[src/rtl/rr_decoder_arbiter.sv]
// Four-client round-robin arbiter with 2-bit owner index decoded to a one-hot grant and bounded hold time.
// Latency: grant registered 1 cycle after request sampled in IDLE; en low zeroes gnt combinationally.
// Backpressure: owner keeps grant until done, req drop, en low or MAX_HOLD cycles; at least one IDLE cycle between grants.
module rr_decoder_arbiter #(
  parameter int unsigned MAX_HOLD = 8
) (
  input  logic       clk,
  input  logic       rst_n,
  input  logic       en,
  input  logic [3:0] req,
  input  logic       done,
  output logic [3:0] gnt,
  output logic [1:0] gnt_idx,
  output logic       busy,
  output logic       timeout
);

  localparam int unsigned CW = $clog2(MAX_HOLD);
  localparam logic [CW-1:0] HOLD_LAST = CW'(MAX_HOLD - 1);
  localparam logic [CW-1:0] CNT_ONE   = CW'(1);

  typedef enum logic {
    IDLE  = 1'b0,
    GRANT = 1'b1
  } state_e;

  state_e        state_q, state_d;
  logic [1:0]    ptr_q, ptr_d;
  logic [1:0]    idx_q, idx_d;
  logic [CW-1:0] hold_cnt_q, hold_cnt_d;
  logic          timeout_q, timeout_d;

  logic [1:0]    pick_idx;
  logic [1:0]    cand;
  logic          pick_vld;
  logic          cause_en, cause_done, cause_req, cause_hold, release_now;

  // Round-robin search starting at ptr; descending loop lets the closest offset win.
  always_comb begin
    pick_vld = 1'b0;
    pick_idx = ptr_q;
    cand     = ptr_q;
    for (int k = 3; k >= 0; k--) begin
      cand = ptr_q + 2'(k);
      if (req[cand]) begin
        pick_vld = 1'b1;
        pick_idx = cand;
      end
    end
  end

  // Release causes for the current owner, listed in priority order.
  always_comb begin
    cause_en    = ~en;
    cause_done  = done;
    cause_req   = ~req[idx_q];
    cause_hold  = (hold_cnt_q == HOLD_LAST);
    release_now = cause_en | cause_done | cause_req | cause_hold;
  end

  // Next-state logic: IDLE arbitrates, GRANT counts hold time and releases.
  always_comb begin
    state_d    = state_q;
    ptr_d      = ptr_q;
    idx_d      = idx_q;
    hold_cnt_d = hold_cnt_q;
    timeout_d  = 1'b0;
    case (state_q)
      IDLE: begin
        if (en && pick_vld) begin
          idx_d      = pick_idx;
          hold_cnt_d = '0;
          state_d    = GRANT;
        end
      end
      GRANT: begin
        if (release_now) begin
          ptr_d     = idx_q + 2'd1;
          state_d   = IDLE;
          // Timeout only flags a release caused by nothing but the hold limit.
          timeout_d = cause_hold & ~(cause_en | cause_done | cause_req);
        end else begin
          hold_cnt_d = hold_cnt_q + CNT_ONE;
        end
      end
      default: state_d = IDLE;
    endcase
  end

  // State registers; reset returns to IDLE with pointer and owner at client 0.
  always_ff @(posedge clk or negedge rst_n) begin
    if (!rst_n) begin
      state_q    <= IDLE;
      ptr_q      <= 2'd0;
      idx_q      <= 2'd0;
      hold_cnt_q <= '0;
      timeout_q  <= 1'b0;
    end else begin
      state_q    <= state_d;
      ptr_q      <= ptr_d;
      idx_q      <= idx_d;
      hold_cnt_q <= hold_cnt_d;
      timeout_q  <= timeout_d;
    end
  end

  // Output decode; en gates the grant immediately, ahead of the state change.
  always_comb begin
    busy    = (state_q == GRANT);
    gnt_idx = idx_q;
    timeout = timeout_q;
    gnt     = (busy && en) ? (4'b0001 << idx_q) : 4'b0000;
  end

endmodule

[config.mk]
export PLATFORM = sky130hd
export DESIGN_NAME = rr_decoder_arbiter
export DESIGN_NICKNAME = d
export VERILOG_FILES = /design/src/rtl/rr_decoder_arbiter.sv
export SDC_FILE = /design/constraint.sdc
export NUM_CORES = 1
export LEC_CHECK = 0
export CAP_MARGIN = 10
export CORE_AREA = 2 2 39 41
export CTS_BUF_LIST = sky130_fd_sc_hd__clkbuf_2 sky130_fd_sc_hd__clkbuf_4 sky130_fd_sc_hd__clkbuf_8
export CTS_CLUSTER_DIAMETER = 50
export DETAILED_ROUTE_END_ITERATION = 7
export DIE_AREA = 0 0 41 43
export PLACE_DENSITY_LB_ADDON = 0.15
export SETUP_SLACK_MARGIN = 0.2
export SLEW_MARGIN = 10
export SYNTH_ARGS = -nofsm -noshare
export SYNTH_HDL_FRONTEND = slang
export SYNTH_SLANG_ARGS = --single-unit
[constraint.sdc]
create_clock -name clk -period 2.5 [get_ports clk]
set_clock_uncertainty 0.05 [all_clocks]
set_input_delay 0.5 -clock clk [delete_from_list [all_inputs] [get_ports clk]]
set_output_delay 0.5 -clock clk [all_outputs]
set_load 0.02 [all_outputs]
# Word level (Yosys, flattened, before mapping)
# Index checks and enable logic that the tools add are counted.
# totals
out_inout_bits,8
in_bits,8
elab_cells,59
register_bits,9
# op_classes
n_mux,27
n_shift,1
add_sub_neg,5
bitwise_logic,8
eq_ne,3
order_cmp,5
n_reduce_logical,5
# ops
cell,n
$lt 2x3->1 const B,5
$mux 1,13
$bmux 1 s2,5
$mux 2,4
$mux 3,2
$pmux 3 s2,1
$reduce_and 2->1,3
$add 2x1->2 const B,2
$add 2x2->2 const B,2
$mux 4,1
$ne 2x2->1 const B,2
$not 1->1,4
$shl 1x2->4 const A,1
$add 3x1->3 const B,1
$eq 3x3->1 const B,1
$or 1x1->1,3
$logic_and 1x1->1,2
$pmux 1 s2,1
$and 1x1->1,1

# Longest topological paths before layout
# logic_depth
ltp_word,10
mapped_depth,5
ltp_nobuf,5

# Worst setup path after synthesis
# OpenSTA, ideal clock, no wires.
# synth_path
path_type,register to register
start,reg idx_q[0] (netlist: gnt_idx[0])
end,reg ptr_q[1]
arrival_ns,1.513
period_less_slack_ns,1.688
n_path_buf,0
path_stages_with_launch,5
required_ns,2.325
slack_ns,0.812
cell_sequence,dfrtp_1 -> mux2_2 -> a22oi_4 -> o21ai_2 -> mux2_4
# synth_via
elab_chain_cells,6
# synth_lines
element,line,text
start: declaration,29,"logic [1:0] idx_q, idx_d;"
start signal: assignment,101,idx_q <= idx_d;
$bmux 1 s2,56,cause_req = ~req[idx_q];
$mux 1 (implied by the code),56,
$not 1->1,56,
$or 1x1->1 (2 in series),58,release_now = cause_en | cause_done | cause_req | cause_hold;
$reduce_and 2->1 (no line),-,
end signal: assignment,100,ptr_q <= ptr_d;
end: declaration,28,"logic [1:0] ptr_q, ptr_d;"
# Parallel ways exist; a longest one is shown, timed or not. The select of a mux whose other input is x is not followed.
# A chain may end at the register's enable or synchronous reset.

# Final worst setup path
# layout_path
start,reg idx_q[0] (netlist: gnt_idx[0])
end,out gnt[0]
# layout_via
elab_chain_cells,2
# layout_lines
element,line,text
$shl 1x2->4,112,gnt = (busy && en) ? (4'b0001 << idx_q) : 4'b0000;
$mux 4,112,
end: declaration,12,"output logic [3:0] gnt,"
# Every way passes these cells.

==> impl_metrics.py <==
metrics = {
    "cts": {
        "root_buffer": "clkbuf_4",
        "cts_tree": "yes",
        "clk_pin_slew_ns": 0.06,
        "h-tree-depth": 1,
        "clock_path_buffers": 2,
        "clock_sinks": 9,
        "hold_buffers": 0,
        "clk_latency_ns": 0.25,
        "numCtsBuffers": 3,
    },
    "global_route": {
        "antenna_found_initial": 0,
        "grt_use_total_pct": 16.2,
        "grt_pass1_vias": 451,
        "gr-total-overflow": 0,
        "grt_max_degree": 10,
        "grt_first_pass_wirelength_mm": 1.93,
    },
    "synth": {
        "synth_area_leaders": "dfrtp_1, ha_1, mux2i_1",
        "syn-num-nets": 74,
        "synthMuxAreaShare_pct": 13.1,
        "yosys.area_share.simple_pct": 20.9,
        "synth_xor_area_share_pct": 0,
        "synth-seq-cells": 9,
        "synth_compound_area_share_pct": 14.3,
        "syn_area_per_cell_sq_um": 10.4,
        "ys_types": 25,
        "yosys_warnings": 0,
        "yosysSeqAreaShare_pct": 36.1,
        "yosysTopAreaCellShare_pct": 36.1,
        "syn_inst": 60,
        "yosys.area.top_type": "dfrtp_1",
        "synthAdderAreaFrac_pct": 12.0,
        "synth_top_family_by_area": "simple AND/OR/NAND/NOR gates",
        "syn_area_sq_um": 623,
    },
    "floorplanning": {
        "fp.coreArea_sq_mm": 0.00138,
        "io_pins": 16,
        "start_util_pct": 45.0,
        "die_y_microns": 43,
        "die_x_microns": 41,
        "row_count": 14,
        "dieArea_sq_mm": 0.00176,
    },
    "routing": {
        "ant_nets": 0,
        "wire_per_inst_microns": 12.1,
        "drt-total-wl_mm": 1.16,
        "vias": 491,
        "drcViolationCount": 0,
        "first_pass_iters": 4,
        "drt_iter0_drc": 9,
        "detail_route.vias_per_cell": 5.11,
    },
    "layout": {
        "regArea_sq_um": 225,
        "multi_input_area_sq_um": 375,
        "nNetsFinal": 95,
        "antenna_cells": 0,
        "area_growth_pct": 32.5,
        "final_layout_size_suffix_gt1_share_pct": 16.3,
        "fillers": 130,
    },
    "worst_setup_path": {
        "cp_max_fo": 7,
        "critPathSlowestCell": "dfrtp_1",
        "crit_chain": "inv_1, ha_1, and3_1, dlygate4sd2_1",
        "path_class": "reg -> out",
        "worst_setup_path_start_kind": "flip-flop",
        "critPathArrivalTime_ns": 1.57,
        "required_ns": 1.95,
        "cp_slowest_stage_delay_ns": 0.50,
        "crit_path_end_kind": "primary output",
    },
    "sta": {
        "slew_headroom_pct": 72.2,
        "fmax_mhz": 472,
        "worst_slack_ns": 0.379,
        "fin_crit_ns": 2.12,
        "final-setup-viol-count": 0,
        "final_max_slew_viol_count": 0,
        "setup_tns_ns": 0,
        "finalHoldViolCount": 0,
        "rsz0062_at_grt": "no",
        "fin_crit_sh_pct": 84.8,
        "worst_pin_slew_ns": 0.416,
    },
    "hold_path": {
        "hold_path_class": "reg -> reg",
    },
    "placement": {
        "place_hpwl_microns": 917,
        "gp_congestion": 0.800,
        "port_buffers": 15,
        "dp_slack_ns": 0.117,
    },
    "flow_run": {
        "cap_violations": 0,
    },
    "outcome": {
        "status": "finished clean",
    },
    "pwr": {
        "vdd_drop_max_mv": 0.422,
        "p_per_area_mw_per_mm2": 773,
        "total_leakage_power_uw": 0.000422,
        "total_power_uw": 638,
    },
}
-- per-stage QoR --
step | std cells | cell area (sq um) | hold slack (ns) | utilization [%]
finish | 96 | 826 | 0.446 | 59.7
global placement | 92 | 801 | 0.432 | 57.9
detailed placement | 92 | 801 | 0.446 | 57.9
global route | 96 | 826 | 0.490 | 59.7
CTS | 96 | 826 | 0.453 | 59.7
floorplan | 60 | 623 | 0.154 | -
-- logic make-up after synthesis --
kind of cell               count (synthesis)
buffers and inverters                      6
AOI/OAI and AO/OA                         10
muxes                                      7
adders and majority gates                  6
and+or+nand+nor                           22
DFF                                        9
-- cell usage in the layout, fill, tap and decap left out, types with 2 or more instances in the layout --
| cell type | synthesis | layout |
|---|---|---|
| a21oi_1 | 3 | 3 |
| and3_1 | 4 | 4 |
| clkbuf_4 | 0 | 4 |
| clkdlybuf4s50_1 | 0 | 11 |
| dfrtp_1 | 9 | 9 |
| dlygate4sd2_1 | 0 | 4 |
| ha_1 | 6 | 6 |
| inv_1 | 6 | 6 |
| mux2_4 | 2 | 2 |
| mux2i_1 | 4 | 4 |
| nand2_1 | 7 | 7 |
| nand2b_1 | 2 | 2 |
| nor2b_1 | 2 | 2 |
-- final cells by class --
type                       count  area share (%)
multi-input combinational     45            45.5
inverter                       6            2.73
sequential                     9            27.3
tap                           16            2.42
clock buffer                   4            3.64
timing repair buffer          16            18.5
-- critical path: cells and delay by family, from the launching register on --
| kind | cells | cell delay [ns] |
|---|---|---|
| buffers and inverters | 2 | 0.44 |
| adder cells (fa/ha/maj) | 1 | 0.21 |
| flip-flops | 1 | 0.50 |
| AND/OR/NAND/NOR | 1 | 0.16 |
-- metal layers --
layer  global-route usage (%)  vias up  routed length [microns]
li1                         -      251                        -
met1                     22.0      228                      549
met2                     23.8       10                      540
met3                     3.14        2                       61
met4                     8.00        0                        7
met5                        0        -                        0
-- worst paths after layout --
path / from / end / slack, ns / cells after the start
max in group asynchronous: rst_n / hold_cnt_q[1] / 1.61 / 1
min in group asynchronous: rst_n / gnt_idx[0] / 0.49 / 1
min: hold_cnt_q[0] / hold_cnt_q[0] / 0.45 / 1
max: gnt_idx[0] / gnt[0] / 0.38 / 4
max reg2reg: hold_cnt_q[0] / ptr_q[1] / 0.76 / 5
min reg2reg: hold_cnt_q[0] / hold_cnt_q[0] / 0.45 / 1
-- what timing repair did --
item                                    in CTS  in global routing
endpoints found under the setup margin       4                  0
resized for setup                            4                  0
setup buffers                                0                  0
-- cells in the mapped netlist --
cell      n
nor2_1    1
nor3_4    1
o41ai_2   1
mux2_4    2
a22oi_4   1
dfrtp_1   9
inv_1     6
o22ai_1   1
nor3b_1   1
o211ai_1  1
and2b_1   1
o21ai_0   1
nand2b_1  2
nor2b_1   2
or2_2     1
and3_1    4
nand2_1   7
mux2_2    1
o21ai_2   1
o32ai_1   1
or2b_1    1
a21oi_1   3
nand3_1   1
ha_1      6
mux2i_1   4
-- power breakdown --
group	internal, uW	leakage (uW)	switching [uW]	total (uW)
combinational	142	0.000288	136	278
sequential	183	0.000116	56.8	240
clock	72.2	0.0000184	47.6	120
total	397	0.000422	240	638
-- registers in the layout, indices dropped and copies added (netlist names) --
name and cells:
busy 1, hold_cnt_q 3, timeout 1, gnt_idx 2, ptr_q 2
Note: power is estimated with default switching activity, not from simulation.
